==> src/rtl/agc_word_writer_if.sv <==
// Producer and erasable-memory bus for agc_word_writer.
// master = the writer itself, slave = producer plus memory side.
interface agc_word_writer_if #(
    parameter int ADDR_W = 11
);
    logic              in_valid;
    logic              in_ready;
    logic [14:0]       in_data;
    logic [ADDR_W-1:0] in_addr;
    logic              mem_we;
    logic              mem_re;
    logic [ADDR_W-1:0] mem_addr;
    logic [15:0]       mem_wdata;
    logic [15:0]       mem_rdata;
    logic              mem_ack;
    logic              busy;
    logic              err_pulse;
    logic [7:0]        err_count;

    modport master (
        input  in_valid, in_data, in_addr, mem_rdata, mem_ack,
        output in_ready, mem_we, mem_re, mem_addr, mem_wdata, busy, err_pulse, err_count
    );
    modport slave (
        output in_valid, in_data, in_addr, mem_rdata, mem_ack,
        input  in_ready, mem_we, mem_re, mem_addr, mem_wdata, busy, err_pulse, err_count
    );
endinterface

==> src/rtl/agc_word_writer.sv <==
// Odd-parity encoder + FIFO + req/ack writer into erasable memory.
// Define READBACK_CHECK_EN to verify every write with a readback.
module agc_word_writer #(
    parameter int ADDR_W        = 11,
    parameter int DEPTH         = 4,
    parameter bit NORM_NEG_ZERO = 1'b0
) (
    input  logic clk,
    input  logic rst_n,
    agc_word_writer_if.master bus
);
    localparam int PTR_W = $clog2(DEPTH);

    typedef struct packed {
        logic [ADDR_W-1:0] addr;
        logic [15:0]       word;
    } entry_t;

    typedef enum logic [1:0] {IDLE, WRITE, READ} state_t;

    entry_t            fifo_q [DEPTH];
    logic [PTR_W-1:0]  wr_ptr, rd_ptr;
    logic [PTR_W:0]    count;
    state_t            state;
    logic              push, pop, fifo_ne, slot_free;
    logic [14:0]       enc_d;
    entry_t            in_entry, head;
    logic              mem_we_q;
    logic [ADDR_W-1:0] mem_addr_q;
    logic [15:0]       mem_wdata_q;

    assign enc_d    = (NORM_NEG_ZERO && bus.in_data == 15'h7FFF) ? 15'h0000 : bus.in_data;
    assign in_entry = '{addr: bus.in_addr, word: {enc_d, ~^enc_d}};
    assign head     = fifo_q[rd_ptr];

    assign fifo_ne      = (count != '0);
    assign bus.in_ready = (count != (PTR_W+1)'(DEPTH));
    assign push         = bus.in_valid && bus.in_ready;

    // The output register is free to take the next word once the access in flight completes.
`ifdef READBACK_CHECK_EN
    assign slot_free = (state == IDLE) || (state == READ && bus.mem_ack);
`else
    assign slot_free = (state == IDLE) || (state == WRITE && bus.mem_ack);
`endif
    assign pop = slot_free && fifo_ne;

    always_ff @(posedge clk) begin
        if (push) fifo_q[wr_ptr] <= in_entry;
    end

    always_ff @(posedge clk or negedge rst_n) begin
        if (!rst_n) begin
            wr_ptr <= '0;
            rd_ptr <= '0;
            count  <= '0;
        end else begin
            if (push) wr_ptr <= wr_ptr + 1'b1;
            if (pop)  rd_ptr <= rd_ptr + 1'b1;
            case ({push, pop})
                2'b10:   count <= count + 1'b1;
                2'b01:   count <= count - 1'b1;
                default: ;
            endcase
        end
    end

`ifdef READBACK_CHECK_EN
    logic       mem_re_q;
    logic       err_pulse_q;
    logic [7:0] err_count_q;
    logic       bad_read;

    assign bad_read = (bus.mem_rdata != mem_wdata_q) || !(^bus.mem_rdata);
`endif

    always_ff @(posedge clk or negedge rst_n) begin
        if (!rst_n) begin
            state       <= IDLE;
            mem_we_q    <= 1'b0;
            mem_addr_q  <= '0;
            mem_wdata_q <= '0;
`ifdef READBACK_CHECK_EN
            mem_re_q    <= 1'b0;
            err_pulse_q <= 1'b0;
            err_count_q <= '0;
`endif
        end else begin
`ifdef READBACK_CHECK_EN
            err_pulse_q <= 1'b0;
            if (state == READ && bus.mem_ack && bad_read) begin
                err_pulse_q <= 1'b1;
                if (err_count_q != 8'hFF) err_count_q <= err_count_q + 1'b1;
            end
`endif
            if (pop) begin
                state       <= WRITE;
                mem_we_q    <= 1'b1;
                mem_addr_q  <= head.addr;
                mem_wdata_q <= head.word;
`ifdef READBACK_CHECK_EN
                mem_re_q    <= 1'b0;
`endif
            end else begin
                case (state)
                    WRITE: if (bus.mem_ack) begin
                        mem_we_q <= 1'b0;
`ifdef READBACK_CHECK_EN
                        mem_re_q <= 1'b1;
                        state    <= READ;
`else
                        state    <= IDLE;
`endif
                    end
`ifdef READBACK_CHECK_EN
                    READ: if (bus.mem_ack) begin
                        mem_re_q <= 1'b0;
                        state    <= IDLE;
                    end
`endif
                    default: ;
                endcase
            end
        end
    end

    assign bus.mem_we    = mem_we_q;
    assign bus.mem_addr  = mem_addr_q;
    assign bus.mem_wdata = mem_wdata_q;
    assign bus.busy      = fifo_ne || (state != IDLE);
`ifdef READBACK_CHECK_EN
    assign bus.mem_re    = mem_re_q;
    assign bus.err_pulse = err_pulse_q;
    assign bus.err_count = err_count_q;
`else
    assign bus.mem_re    = 1'b0;
    assign bus.err_pulse = 1'b0;
    assign bus.err_count = 8'h00;
`endif
endmodule

==> src/flat_wrapper.sv <==
// flat-port wrapper written by rule: the top's interface ports become plain ports
module agc_word_writer_flat 
#(
    parameter int ADDR_W        = 11,
    parameter int DEPTH         = 4,
    parameter bit NORM_NEG_ZERO = 1'b0
)
  (clk, rst_n, bus_in_valid, bus_in_data, bus_in_addr, bus_mem_rdata, bus_mem_ack, bus_in_ready, bus_mem_we, bus_mem_re, bus_mem_addr, bus_mem_wdata, bus_busy, bus_err_pulse, bus_err_count);
  agc_word_writer_if #(.ADDR_W(ADDR_W)) bus_i ();
  input  logic clk;
  input  logic rst_n;
  input wire logic [$bits(bus_i.in_valid)-1:0] bus_in_valid;
  input wire logic [$bits(bus_i.in_data)-1:0] bus_in_data;
  input wire logic [$bits(bus_i.in_addr)-1:0] bus_in_addr;
  input wire logic [$bits(bus_i.mem_rdata)-1:0] bus_mem_rdata;
  input wire logic [$bits(bus_i.mem_ack)-1:0] bus_mem_ack;
  output wire logic [$bits(bus_i.in_ready)-1:0] bus_in_ready;
  output wire logic [$bits(bus_i.mem_we)-1:0] bus_mem_we;
  output wire logic [$bits(bus_i.mem_re)-1:0] bus_mem_re;
  output wire logic [$bits(bus_i.mem_addr)-1:0] bus_mem_addr;
  output wire logic [$bits(bus_i.mem_wdata)-1:0] bus_mem_wdata;
  output wire logic [$bits(bus_i.busy)-1:0] bus_busy;
  output wire logic [$bits(bus_i.err_pulse)-1:0] bus_err_pulse;
  output wire logic [$bits(bus_i.err_count)-1:0] bus_err_count;
  assign bus_i.in_valid = bus_in_valid;
  assign bus_i.in_data = bus_in_data;
  assign bus_i.in_addr = bus_in_addr;
  assign bus_i.mem_rdata = bus_mem_rdata;
  assign bus_i.mem_ack = bus_mem_ack;
  assign bus_in_ready = bus_i.in_ready;
  assign bus_mem_we = bus_i.mem_we;
  assign bus_mem_re = bus_i.mem_re;
  assign bus_mem_addr = bus_i.mem_addr;
  assign bus_mem_wdata = bus_i.mem_wdata;
  assign bus_busy = bus_i.busy;
  assign bus_err_pulse = bus_i.err_pulse;
  assign bus_err_count = bus_i.err_count;
  agc_word_writer #(.ADDR_W(ADDR_W), .DEPTH(DEPTH), .NORM_NEG_ZERO(NORM_NEG_ZERO)) u_core (.clk(clk), .rst_n(rst_n), .bus(bus_i));
endmodule
==> config.mk <==
export PLATFORM = sky130hd
export DESIGN_NAME = agc_word_writer_flat
export DESIGN_NICKNAME = d
export VERILOG_FILES = /design/src/rtl/agc_word_writer_if.sv /design/src/rtl/agc_word_writer.sv /design/src/flat_wrapper.sv
export SDC_FILE = /design/constraint.sdc
export NUM_CORES = 1
export LEC_CHECK = 0
export CAP_MARGIN = 20
export CORE_MARGIN = 2
export CORE_UTILIZATION = 45
export CTS_CLUSTER_SIZE = 28
export DETAILED_ROUTE_END_ITERATION = 10
export PLACE_DENSITY = 0.68
export SLEW_MARGIN = 20
export SYNTH_ARGS = -nofsm -noshare
export SYNTH_HDL_FRONTEND = slang
export SYNTH_SLANG_ARGS = --single-unit
==> constraint.sdc <==
create_clock -name clk -period 2.8 [get_ports clk]
set_clock_uncertainty 0.2 [all_clocks]
set_input_delay 0.84 -clock clk [delete_from_list [all_inputs] [get_ports clk]]
set_output_delay 0.84 -clock clk [all_outputs]
set_load 0.02 [all_outputs]
==> results by stage <==
STA:
- For the pin with the worst max-slew slack, the measured transition is 0.7549 ns.
- Setup repair after global routing left no endpoint under its margin.
- The final-report max-slew violation count is 0.
- Across all setup checks in the final design, the least slack found is between 0.06 and 0.07 ns.
- The highest clock frequency the design can meet is 365.9 MHz.
- The number of endpoints failing setup at the final stage is 0.
- The final-report hold violation count is 0.
- The sum of negative setup slack is 0 ns.
- The post-route fraction of the period consumed by the critical path is around 100%.
- In this run the tightest slew margin relative to its limit is 49.67%.
- The routed design could run at a clock period as short as roughly 2.7 ns.

Layout:
- After routing the design area is roughly 7100 um^2.
- The filler cell count is 940.
- The total area of multi-input combinational cells is between 1000 and 1500 um^2.
- Across the whole layout, storage elements account for 4120 um^2.
- Of the cells placed in the final design, the portion with a size suffix greater than 1 is between 20 and 30%.
- The synthesis-to-finish area growth is 27.03%.
- The number of nets in the layout is 404.
- The number of antenna diodes in the final layout is 0.
- The final cell utilization of the core is a little under 60%.

Clock network:
- Buffers inserted to repair hold after CTS numbered 0.
- TritonCTS built the clock tree.
- The clock drives roughly 140 sinks.
- The number of gates resized after CTS was 1.
- Post-CTS timing repair inserted 0 buffers for setup.
- The number of buffers inserted during clock tree synthesis is 17.
- The clock-pin slew on the worst setup and hold paths is about 0.060 ns.
- The H-tree depth is 4.
- The root buffer cell chosen for the clock tree is sky130_fd_sc_hd__clkbuf_16.
- The clock passes through at most 2 buffers.
- At the later pin of the worst-skew pair, clock insertion delay measures 0.41 ns.

Pwr:
- The worst-case IR drop observed on VDD is around 670 uV.
- Total power for the finished layout comes to between 8 and 9 mW.
- For this design the ratio of total power to cell area is 1134 nW/um^2.
- The static leakage is 2.611 nW.

Yosys:
- The post-synthesis instance total is between 200 and 300.
- The register bit count reported by yosys is 143.
- Yosys mapped a number of flops with a built-in enable equal to approximately 110.
- After synthesis, the share of flip-flops with an asynchronous set or reset is around a quarter.
- The portion of the post-synthesis area used by sequential elements is 73.42%.
- The synthesized netlist occupies a cell area of about 5600 um^2.
- The number of different library cells used by synthesis comes to 27.
- Yosys printed 0 warnings.
- The most common flop cell mapped by yosys is sky130_fd_sc_hd__edfxtp_1.
- The mean area per synthesized cell is roughly 21 um^2.

Global route:
- For this run, global-route usage on met1 was measured as about a fifth.
- In the global route stage, met2 resource usage came out at roughly 26%.
- For this run, the total global-route usage over all layers was measured as 15.83%.
- The first global-routing pass estimated roughly 15000 um of wire.
- The met3 layer usage reported by global route is about 5.5%.
- The layer with the highest usage is met2.
- The maximum number of pins on one net before global-route repair is 29.
- The overall overflow remaining after global route is 0.
- The via count of the first global-routing pass is about 2800.
- The number of antenna violations at the first check in global routing is 0.

Floorplanning:
- The die is ~120 um tall.
- The die covers 13380 um^2.
- The top-level port count is 86.
- The starting density of the core is between 40% and 50%.
- The die is about 120 um wide.
- The region available for standard cell placement spans roughly 12000 um^2.
- The initialized floorplan defines 40 standard-cell rows.

Detailed routing:
- In the final routed layout, each cell accounts on average for roughly 18 um.
- The detailed-route DRC error count is 0.
- Using the TritonRoute via totals, the vias-per-cell ratio works out to approximately 5.0.
- For this run, the detailed router's first-pass iteration total came to 4.
- Across all layers, the routed design uses between 2000 and 3000 vias.
- The number of violations reported at the end of detailed-routing iteration 0 is approximately 180.
- Summed over all layers, the routed wires come to between 9000 and 10000 um.
- The detail route stage leaves a number of antenna-violating nets equal to 0.

Place:
- The HPWL after detailed placement is about 6000 um.
- The placed instances occupy a cell area of roughly 6500 um^2.
- At the end of routability-driven placement, the weighted congestion stood at 0.6721.
- At the placement stage, the worst setup path has a slack of -0.01315 ns.
- Buffers placed on the I/O ports in this run total 59.

Setup path:
- STA puts the critical path data required time at about 1.8 ns.
- The element type at the critical path end is a primary output.
- The arrival time at the worst endpoint is approximately 1.7 ns.
- STA classifies the critical path startpoint as a register.
- In this run the worst path has a maximum fanout of 6.
- The critical path is of the register to primary output type.

Status:
- The flow ran to the end, and the final reports show no timing, DRC or antenna violations.

Hold path:
- The type of the tightest min-delay check is primary input to asynchronous set/reset pin.

Job:
- The number of violations of the max-capacitance limit is 0.
-- worst max-delay path, stage by stage (launching register included) --
cell and delay, ns:
sky130_fd_sc_hd__dfrtp_1 0.42, sky130_fd_sc_hd__or3b_1 0.50, sky130_fd_sc_hd__dlygate4sd2_1 0.37
-- cell families after synthesis --
kind of cell | synth area share (%)
flip-flops | 73.42
AND/OR/NAND/NOR | 1.449
multiplexers | 16.97
other | 0.06684
adder cells (fa/ha/maj) | 1.472
buffers and inverters | 3.145
XOR/XNOR | 3.390
AO/OA/AOI/OAI | 0.08912
-- layout by cell type, fill, tap and decap left out, types with 2 or more instances in the layout --
cell,instances
sky130_fd_sc_hd__conb_1,10
sky130_fd_sc_hd__mux2_2,25
sky130_fd_sc_hd__clkbuf_8,2
sky130_fd_sc_hd__clkdlybuf4s50_1,56
sky130_fd_sc_hd__xor2_1,4
sky130_fd_sc_hd__inv_1,7
sky130_fd_sc_hd__nand2b_1,2
sky130_fd_sc_hd__buf_4,21
sky130_fd_sc_hd__clkinv_1,2
sky130_fd_sc_hd__ha_1,5
sky130_fd_sc_hd__mux4_1,2
sky130_fd_sc_hd__dfrtp_1,34
sky130_fd_sc_hd__clkbuf_16,17
sky130_fd_sc_hd__clkinv_2,3
sky130_fd_sc_hd__mux2_4,3
sky130_fd_sc_hd__xnor2_1,10
sky130_fd_sc_hd__mux4_2,25
sky130_fd_sc_hd__bufinv_16,5
sky130_fd_sc_hd__xnor3_1,3
sky130_fd_sc_hd__and3_1,4
sky130_fd_sc_hd__edfxtp_1,108
-- routing by layer --
layer	part of all wire (%)	wire, um
met1	44	4175
met2	50	4824
met3	4.8	457
met4	1.3	121
met5	0	0
-- synth_stat cells, types with 2 or more instances --
master	number	area share [%]
sky130_fd_sc_hd__and3_1	4	0.45
sky130_fd_sc_hd__buf_2	5	0.45
sky130_fd_sc_hd__buf_4	11	1.5
sky130_fd_sc_hd__buf_6	2	0.40
sky130_fd_sc_hd__dfrtp_1	35	16
sky130_fd_sc_hd__edfxtp_1	108	58
sky130_fd_sc_hd__ha_1	5	1.1
sky130_fd_sc_hd__inv_1	7	0.47
sky130_fd_sc_hd__mux2_2	25	5.0
sky130_fd_sc_hd__mux2_4	3	0.80
sky130_fd_sc_hd__mux4_1	2	0.94
sky130_fd_sc_hd__mux4_2	25	10
sky130_fd_sc_hd__nand2b_1	2	0.22
sky130_fd_sc_hd__xnor2_1	10	1.6
sky130_fd_sc_hd__xnor3_1	3	1.2
sky130_fd_sc_hd__xor2_1	4	0.62
-- where the power goes --
| group | internal [mW] | switching (mW) | leakage [nW] |
|---|---|---|---|
| logic | 1.32 | 1.12 | 0.901 |
| registers | 2.92 | 0.277 | 1.39 |
| clock network | 1.62 | 0.817 | 0.315 |
-- flip-flops by register name, indices dropped and copies added, names as in the netlist --
signal,count
u_core.bus.mem_wdata,16
u_core.bus.mem_addr,11
u_core.bus.mem_we,1
u_core.wr_ptr,2
u_core.rd_ptr,2
u_core.count,3
u_core.fifo_q,108
-- stage by stage --
step                instances  hold slack [ns]
floorplan                 271           0.2736
global placement          501           0.2900
detailed placement        501           0.2950
CTS                       533           0.3092
global route              533           0.3199
finish                    533           0.3001
-- cell type report --
type | instances | area share [%]
Sequential cell | 143 | 57.81
Multi-Input combinational cell | 102 | 19.08
Timing Repair Buffer | 81 | 10.73
Clock buffer | 20 | 6.408
Tap cell | 168 | 2.949
Clock inverter | 12 | 2.651
Inverter | 7 | 0.3687
-- path summary, 6_finish.rpt --
kind | depth (start not counted) | endpoint | slack, ns | startpoint
max | 2 | bus_in_ready | 0.07 | u_core.count[0]$_DFFE_PN0P_
min | 1 | u_core.bus.mem_addr[3]$_DFFE_PN0P_ | 0.30 | rst_n
max reg2reg | 9 | u_core.count[2]$_DFFE_PN0P_ | 0.36 | u_core.count[0]$_DFFE_PN0P_
min reg2reg | 1 | u_core.bus.mem_addr[4]$_DFFE_PN0P_ | 0.30 | u_core.bus.mem_addr[4]$_DFFE_PN0P_
max in group asynchronous | 2 | u_core.bus.mem_addr[5]$_DFFE_PN0P_ | 1.52 | rst_n
min in group clk | 1 | u_core.bus.mem_addr[4]$_DFFE_PN0P_ | 0.30 | u_core.bus.mem_addr[4]$_DFFE_PN0P_
Note: power is estimated with default switching activity, not from simulation.
